--- src/rtl/seven_seg_pkg.sv ---
`default_nettype none
// ============================================================================
// Module      : seven_seg_pkg
// Description : Shared constants for the 4-digit 7-segment scanner.
// Revision    : 1.0 - initial release
// ============================================================================
package seven_seg_pkg;

    localparam int         NUM_DIGITS = 4;
    localparam logic [6:0] SEG_OFF    = 7'b1111111;
    localparam logic [3:0] AN_OFF     = 4'b1111;

    typedef logic [1:0] digit_t;
    typedef logic [3:0] nibble_t;

    // Active-low {a,b,c,d,e,f,g}; leftmost entry is hex F, rightmost is hex 0.
    localparam logic [15:0][6:0] SEG_TABLE = {
        7'b0111000, 7'b0110000, 7'b1000010, 7'b1110010,
        7'b1100000, 7'b0001000, 7'b0000100, 7'b0000000,
        7'b0001111, 7'b0100000, 7'b0100100, 7'b1001100,
        7'b0000110, 7'b0010010, 7'b1001111, 7'b0000001
    };

    function automatic logic [6:0] hex_to_seg(input nibble_t nib);
        return SEG_TABLE[nib];
    endfunction

endpackage
`default_nettype wire

--- src/rtl/seven_seg_scanner_scan_prescaler.sv ---
`default_nettype none
// ============================================================================
// Module      : scan_prescaler
// Description : Slot prescaler for scanned displays; counts CLK_DIV cycles per
//               slot and SLOTS slots per frame, flagging the last cycle of each.
// Revision    : 1.0 - initial release
// ============================================================================
module scan_prescaler #(
    parameter int CLK_DIV = 50000,
    parameter int SLOTS   = 4
) (
    input  logic                       clk,
    input  logic                       reset_n,
    output logic [$clog2(CLK_DIV)-1:0] cnt,
    output logic                       slot_last,
    output logic                       frame_last
);

    localparam int CNT_W  = $clog2(CLK_DIV);
    localparam int SLOT_W = (SLOTS > 1) ? $clog2(SLOTS) : 1;

    localparam logic [CNT_W-1:0]  c_cnt_last   = CNT_W'(CLK_DIV - 1);
    localparam logic [SLOT_W-1:0] c_slot_first = SLOT_W'(SLOTS - 1);

    logic [SLOT_W-1:0] r_slot;

    assign slot_last  = (cnt == c_cnt_last);
    assign frame_last = slot_last && (r_slot == '0);

    // Slots count downward so slot 0 closes the frame.
    always_ff @(posedge clk or negedge reset_n) begin
        if (!reset_n) begin
            cnt    <= '0;
            r_slot <= c_slot_first;
        end else if (slot_last) begin
            cnt    <= '0;
            r_slot <= (r_slot == '0) ? c_slot_first : r_slot - 1'b1;
        end else begin
            cnt    <= cnt + 1'b1;
        end
    end

endmodule
`default_nettype wire

--- src/rtl/seven_seg_scanner.sv ---
`default_nettype none
// ============================================================================
// Module      : seven_seg_scanner
// Description : 4-digit common-anode 7-segment scanner with frame-aligned
//               load/ack commit. Optional macro: LEADING_ZERO_BLANK_EN.
// Revision    : 1.0 - initial release
// ============================================================================
module seven_seg_scanner
    import seven_seg_pkg::*;
#(
    parameter int CLK_DIV = 50000
) (
    input  logic        clk,
    input  logic        reset_n,
    input  logic [15:0] data_in,
    input  logic        load,
    output logic        ack,
    output logic        frame_done,
    output logic [3:0]  an,
    output logic [6:0]  seg
);

    localparam int               CNT_W      = $clog2(CLK_DIV);
    localparam logic [CNT_W-1:0] c_cnt_last = CNT_W'(CLK_DIV - 1);

    logic [CNT_W-1:0] w_cnt;
    logic             w_slot_last;
    logic             w_frame_last;

    digit_t           r_dig;
    logic [15:0]      r_disp;
    logic [15:0]      r_pend;
    logic             r_pend_valid;

    logic             w_commit;
    logic [15:0]      w_disp_nxt;
    nibble_t          w_nib;
    logic             w_lz_blank;
    logic             w_show;
    logic [3:0]       w_an;
    logic [6:0]       w_seg;

    scan_prescaler #(
        .CLK_DIV (CLK_DIV),
        .SLOTS   (NUM_DIGITS)
    ) u_prescaler (
        .clk        (clk),
        .reset_n    (reset_n),
        .cnt        (w_cnt),
        .slot_last  (w_slot_last),
        .frame_last (w_frame_last)
    );

    // Outputs are computed from the post-commit value so the first digit of a
    // new frame already shows the newly committed data.
    always_comb begin
        w_commit   = frame_done && (load || r_pend_valid);
        w_disp_nxt = r_disp;
        if (frame_done) begin
            if (load)
                w_disp_nxt = data_in;
            else if (r_pend_valid)
                w_disp_nxt = r_pend;
        end
        w_nib = w_disp_nxt[{r_dig, 2'b00} +: 4];
    end

`ifdef LEADING_ZERO_BLANK_EN
    always_comb begin
        case (r_dig)
            2'd3:    w_lz_blank = (w_disp_nxt[15:12] == 4'h0);
            2'd2:    w_lz_blank = (w_disp_nxt[15:8]  == 8'h00);
            2'd1:    w_lz_blank = (w_disp_nxt[15:4]  == 12'h000);
            default: w_lz_blank = 1'b0;
        endcase
    end
`else
    assign w_lz_blank = 1'b0;
`endif

    always_comb begin
        w_show = (w_cnt != c_cnt_last) && !w_lz_blank;
        w_an   = w_show ? ~(4'b0001 << r_dig) : AN_OFF;
        w_seg  = w_show ? hex_to_seg(w_nib)   : SEG_OFF;
    end

    always_ff @(posedge clk or negedge reset_n) begin
        if (!reset_n) begin
            r_dig        <= 2'd3;
            r_disp       <= 16'h0000;
            r_pend       <= 16'h0000;
            r_pend_valid <= 1'b0;
            an           <= AN_OFF;
            seg          <= SEG_OFF;
            ack          <= 1'b0;
            frame_done   <= 1'b0;
        end else begin
            if (w_slot_last)
                r_dig <= r_dig - 2'd1;
            r_disp <= w_disp_nxt;
            // A load on the commit cycle bypasses pend; an older pend is dropped.
            if (frame_done) begin
                r_pend_valid <= 1'b0;
            end else if (load) begin
                r_pend       <= data_in;
                r_pend_valid <= 1'b1;
            end
            ack        <= w_commit;
            frame_done <= w_frame_last;
            an         <= w_an;
            seg        <= w_seg;
        end
    end

endmodule
`default_nettype wire
--- config.mk ---
export PLATFORM = sky130hd
export DESIGN_NAME = seven_seg_scanner
export DESIGN_NICKNAME = d
export VERILOG_FILES = /design/src/rtl/seven_seg_pkg.sv /design/src/rtl/seven_seg_scanner_scan_prescaler.sv /design/src/rtl/seven_seg_scanner.sv
export SDC_FILE = /design/constraint.sdc
export NUM_CORES = 1
export LEC_CHECK = 0
export CORE_MARGIN = 2
export CORE_UTILIZATION = 30
export DETAILED_ROUTE_END_ITERATION = 16
export PLACE_DENSITY = 0.49
export SYNTH_ARGS = -nofsm -noshare
export SYNTH_HDL_FRONTEND = slang
export SYNTH_SLANG_ARGS = --single-unit
--- constraint.sdc ---
create_clock -name clk -period 4.1 [get_ports clk]
set_clock_uncertainty 0.15 [all_clocks]
set_input_delay 0.615 -clock clk [delete_from_list [all_inputs] [get_ports clk]]
set_output_delay 0.615 -clock clk [all_outputs]
set_load 0.02 [all_outputs]
* After elaboration in Yosys (flattened, before gate mapping)
Memory sizes are Yosys's and may differ from the RTL's. Index checks and enable logic that the tools add are counted.
Word-level totals: bits of input ports 19, bits in registers 66, bits in read-only memories 112, memories kept 1
Memories:
- (no name shown) | depth 16, bits a word 7, read ports 1, clocked after memory_dff 0, write ports 0, line seven_seg_pkg.sv:25 | return SEG_TABLE[nib];
Operators by class: multiplexer cells 10, add/sub/neg operators 3, equal/unequal tests 2, magnitude comparators 1, shift operators 2, reduce and logical (&&, ||, !) cells 6, bitwise logic cells 2
Operators by type and width (number):
- 16-bit two-way mux | 4
- 16-bit by 1-bit adder with 16-bit output (second input constant) | 1
- 16-bit == test (second input constant) | 1
- 16-bit inequality test (second input constant) | 1
- 16-bit by 5-bit variable part select with 4-bit output | 1
- 7-bit two-way mux | 2
- 4-bit by 5-bit < comparator with 1-bit output (second input constant) | 1
- 4-bit two-way mux | 1
- 4-bit inverter | 1
- 1-bit by 2-bit << shifter with 4-bit output (first input constant) | 1
- 2-bit by 1-bit subtractor with 2-bit output (second input constant) | 2
- 1-bit logical AND | 2
- 2-bit zero test | 1
- 1-bit two-way mux | 2
- 2-bit two-way mux | 1
- 2-bit AND reduction | 1
- 2-bit nonzero test | 1
- 1-bit logical OR | 1
- 1-bit inverter | 1

* Depth between registers and ports, before layout
depth after elaboration 7, depth in mapped cells 10, depth with buffers taken out 8

* Cells and area by module
Synthesis repeated with hierarchy kept, for this count alone.
Second synthesis, totals: cells, all modules 280, area total of the unflattened synthesis 3408.3 um^2
By module, submodules not included:
- seven_seg_scanner | cells an instance 199, instances 1, area an instance 2528.7 um^2
- scan_prescaler | cells an instance 81, instances 1, area an instance 879.6 um^2

* Worst setup path before layout
OpenSTA, ideal clock, no wires.
path kind input to register, start point input port load, end point register seg[4], data required time 3.890 ns, arrival time 2.396 ns, stages on the path 9, setup time 0.060 ns, path slack 1.494 ns, cell sequence clkbuf_1 -> buf_2 -> and4b_1 -> a221oi_1 -> mux4_2 -> inv_1 -> ha_1 -> nor3b_1 -> a211o_1
Between the ends: longest elaborated chain between the ends 6
Ends and longest elaborated chain:
- start, declared | line seven_seg_scanner.sv:16 | input logic load,
- 16-bit two-way mux | line seven_seg_scanner.sv:60 | if (load)
- 16-bit two-way mux | line seven_seg_scanner.sv:59 | if (frame_done) begin
- 16-bit by 5-bit variable part select with 4-bit output | line seven_seg_scanner.sv:65 | w_nib = w_disp_nxt[{r_dig, 2'b00} +: 4];
- memory read 16 x 7 bit
- 7-bit two-way mux (not written as such) | line seven_seg_pkg.sv:25
- 7-bit two-way mux | line seven_seg_scanner.sv:84 | w_seg = w_show ? hex_to_seg(w_nib) : SEG_OFF;
- via w_seg[4] | line seven_seg_scanner.sv:41 | logic [6:0] w_seg;
- end signal, assigned | line seven_seg_scanner.sv:111 | seg <= w_seg;
- end, declared | line seven_seg_scanner.sv:20 | output logic [6:0] seg
The timed path passes the listed nets, and every way through them passes these cells. The select of a mux whose other input is x is not followed. A chain may end at the register's enable or synchronous reset.

* Final worst setup path
start point input port load, end point register seg[4]
Between the ends: longest elaborated chain between the ends 6
Ends and longest elaborated chain:
- 16-bit two-way mux | line seven_seg_scanner.sv:60
- 16-bit two-way mux | line seven_seg_scanner.sv:59
- via w_disp_nxt[15] | line seven_seg_scanner.sv:36 | logic [15:0] w_disp_nxt;
- 16-bit by 5-bit variable part select with 4-bit output | line seven_seg_scanner.sv:65
- memory read 16 x 7 bit
- 7-bit two-way mux (not written as such) | line seven_seg_pkg.sv:25
- 7-bit two-way mux | line seven_seg_scanner.sv:84
- via w_seg[4] | line seven_seg_scanner.sv:41
The timed path passes the listed nets, and every way through them passes these cells. The select of a mux whose other input is x is not followed.

==> run summary <==
In the final timing run, aggregate negative setup slack is 0 ps. Number of enable flip-flop cells after synthesis: 0. Peak supply drop: 0.197 mV. The congestion estimate from routability-driven global placement came to 0.760. After detailed routing, the average wire length per cell comes to 15.4 um.

Hold timing on the final database bottoms out at a slack of 210 ps. The library cell with the largest summed area after synthesis was sky130_fd_sc_hd__dfrtp_1. Of all nets on the critical path, the largest fanout is 13. Element type at the critical path end: a flip-flop. By area the synthesized netlist is led by sky130_fd_sc_hd__dfrtp_1 39%, sky130_fd_sc_hd__dfstp_2 12%, sky130_fd_sc_hd__mux2_2 5.6%. For the count of instances resized after the clock tree is built, the log shows 0.

The analysis attributes to net switching a power of 303 uW. The tools report the proportion of power drawn by combinational gates as 4.6%. The total congestion overflow after global routing is 0, and the total die area is 11600 sq um. Across all setup checks in the final design, the least slack found is 955 ps. The clock reaches the later pin of the worst-skew pair after 350 ps.

The H-tree level count was 3. Most used flip-flop cell after synthesis: sky130_fd_sc_hd__dfrtp_1. The post-placement worst setup slack is 583 ps.

The floorplan step defined a core boundary enclosing 10400 sq um. For this run, the number of Yosys warnings is 0. The remaining max-slew budget at the tightest pin is 44.5%. The tools report the half-perimeter wire length after placement as 4600 um.

The share of the clock period used by the worst path works out to 76.7%. The die outline height came out at 108 um. The net switching share of the total power works out to 22.2%. Derived from the worst setup path, the maximum achievable clock frequency is 318 MHz.

In the routed layout, each cell is associated on average with a via count of 4.85. The sequential-to-total area share from yosys stat was 51.5%. The max-slew violation total from the final report is 0, and the data arrival time of the critical path is 3270 ps. Input and output buffers added on the ports amount to 31. Buffers inserted to repair hold after CTS numbered 0. The design draws 1.36 mW. The path class of the tightest hold or removal check is primary input to asynchronous set/reset pin. In this run the power density over the cells is 349 nW/um^2. After floorplanning, the core was divided into 37 placement rows.

The residual antenna-violating net count after detailed routing is 0. The area growth from synthesis to layout is 20.7%. For the number of antenna violations at the first check in global routing, the log shows 0. In this run, CTS created clock tree buffers numbering 9. Post-CTS clock slew at the launch and capture registers of the worst setup and hold paths: 80 ps. TritonCTS built the clock tree. The library cells used most frequently in the layout, excluding fill and tap cells, are 51 x sky130_fd_sc_hd__dfrtp_1, 30 x sky130_fd_sc_hd__clkdlybuf4s50_1, 17 x sky130_fd_sc_hd__nor2_1. The sequential fraction of design power came out at 49.4%. In this run, synthesis produced a sequential element count of 66.

In this run, the clock network consumes 46.0% of the power. The slew of the pin with the lowest slew margin was 833 ps; the starting density of the core was 31.1%. Clock root buffer: sky130_fd_sc_hd__clkbuf_8.

The run gives 329 as the layout net count. The mapped netlist covers 3240 sq um. The maximum number of pins on one net before global-route repair is 38, and the clock period minus final worst setup slack is 3150 ps.

The library cell used most frequently in the layout, excluding fill and tap cells, is sky130_fd_sc_hd__dfrtp_1. The run gives 297 as the post-synth net total. Setup repair after global routing left no endpoint under its margin. Data on the critical path is required at its endpoint by 4230 ps. The critical path class is primary input to flip-flop. The number of design-rule violations left by the first detailed-router iteration is 59, and the share of final-layout standard cells stronger than drive strength 1 is 22.1%. The number of clock sinks seen by CTS is 66, and the post-synthesis cell count is 266.

Summed over all cells, the static leakage comes to 1.71 nW. The first global-routing pass estimated 11600 um of wire. The top cell type by area accounts for 39.4% of the synthesized area. The worst setup path is launched from a primary input. Setup violations remaining at the end of the flow were counted as 0.

The first detailed-routing pass took 4 iterations. The number of maximum-capacitance violations came out at 0. The routed layout has 2127 vias. 0 antenna diodes ended up in the layout. The tools report the number of global-route vias before repair as 2284. The netlist uses 46 different library cells.

The count of buffers added by post-CTS timing repair for setup was 0. Of all flip-flops after synthesis, the portion carrying an async set or reset was 100%. Summed over all layers, the routed wires come to 6750 um.

The total routing usage reported by global routing is 12.9%, and the detailed-route DRC error count is 0. The internal portion of total power is 1.06 mW. The flow ran to the end, and the final reports show no timing, DRC or antenna violations. Pin placement for this block handled 32 I/O pins. The floorplan step set the die width to 108 um. Dividing the synthesized area by the synthesized cell count gives 12.2 sq um. The tools report the buffer levels on the longest clock path as 2.

The count of final hold-check violations is 0.
## cells in the mapped netlist (all sizes together) (6+ instances only)
cell type,n
dfrtp,51
nor2,17
inv,16
mux2,16
dfstp,15
ha,12
nand2,12
clkbuf,8
mux2i,8
o21ai,8
or4bb,8
xor2,8
buf,7
nor2b,6
## final timing paths
path	slack (ps)	depth (start not counted)	end	start
hold / removal	210	1	r_pend_valid	reset_n
min in group clk	340	2	u_prescaler.r_slot[1]	u_prescaler.r_slot[1]
hold reg to reg	340	2	u_prescaler.r_slot[1]	u_prescaler.r_slot[1]
max in group asynchronous	2640	2	seg[3]	reset_n
setup reg to reg	1190	7	seg[2]	frame_done
setup / recovery	950	7	seg[4]	load
## logic make-up (layout without fill, tap and decap cells)
| logic type | count (synthesis) | in the layout | share of synthesized area (%) |
|---|---|---|---|
| simple gates | 80 | 80 | 16.1 |
| flops | 66 | 66 | 51.5 |
| compound gates | 36 | 36 | 9.34 |
| buf+inv | 31 | 68 | 4.05 |
| mux | 28 | 28 | 10.8 |
| xor+xnor | 13 | 13 | 3.51 |
| fa+ha+maj | 12 | 12 | 4.63 |
## per-layer routing
metal	routed length [um]	global-route usage, %	part of all wire, %
met5	0	0	0
met4	108	4.67	1.6
met3	193	3.50	2.9
met2	3350	21.4	50
met1	3100	16.2	46
## power groups by stage
| stage | Clock (mW) | Sequential, mW | Combinational [mW] |
|---|---|---|---|
| finish | 0.628 | 0.675 | 0.0621 |
| CTS | 0.646 | 0.675 | 0.0647 |
| detailed placement | 0 | 0.687 | 0.0647 |
| floorplan | 0 | 0.684 | 0.0241 |
| global route | 0.677 | 0.677 | 0.0696 |
| global placement | 0 | 0.687 | 0.0637 |
## flip-flops by register name, indices dropped and copies added (netlist names), 2 cells and up
| signal | count |
|---|---|
| r_disp | 16 |
| u_prescaler.r_slot | 2 |
| seg | 7 |
| an | 4 |
| u_prescaler.cnt | 16 |
| r_pend | 16 |
| r_dig | 2 |
## worst max-delay path: stages
cell and delay, ps:
sky130_fd_sc_hd__clkdlybuf4s50_1 610, sky130_fd_sc_hd__buf_4 270, sky130_fd_sc_hd__or4bb_1 490, sky130_fd_sc_hd__o221a_2 140
sky130_fd_sc_hd__mux4_2 650, sky130_fd_sc_hd__nor3b_1 210, sky130_fd_sc_hd__a211o_1 270
## metrics by stage
step,cells,instance area (sq um),util (%)
2_1_floorplan,266,3240,-
3_3_place_gp,423,3680,35.4
3_5_place_dp,423,3680,35.4
4_1_cts,439,3910,37.5
5_1_grt,439,3910,37.5
6_report,439,3910,37.5
## final cells by class
| cell class | instances | area [sq um] |
|---|---|---|
| fill | 1038 | 6510 |
| sequential | 66 | 1670 |
| multi-input combinational | 169 | 1440 |
| timing repair buffer | 36 | 343 |
| tap | 136 | 170 |
| clock buffer | 10 | 138 |
| clock inverter | 6 | 90.1 |
| inverter | 16 | 60.1 |
No activity file was read; power rests on OpenSTA's default activity.
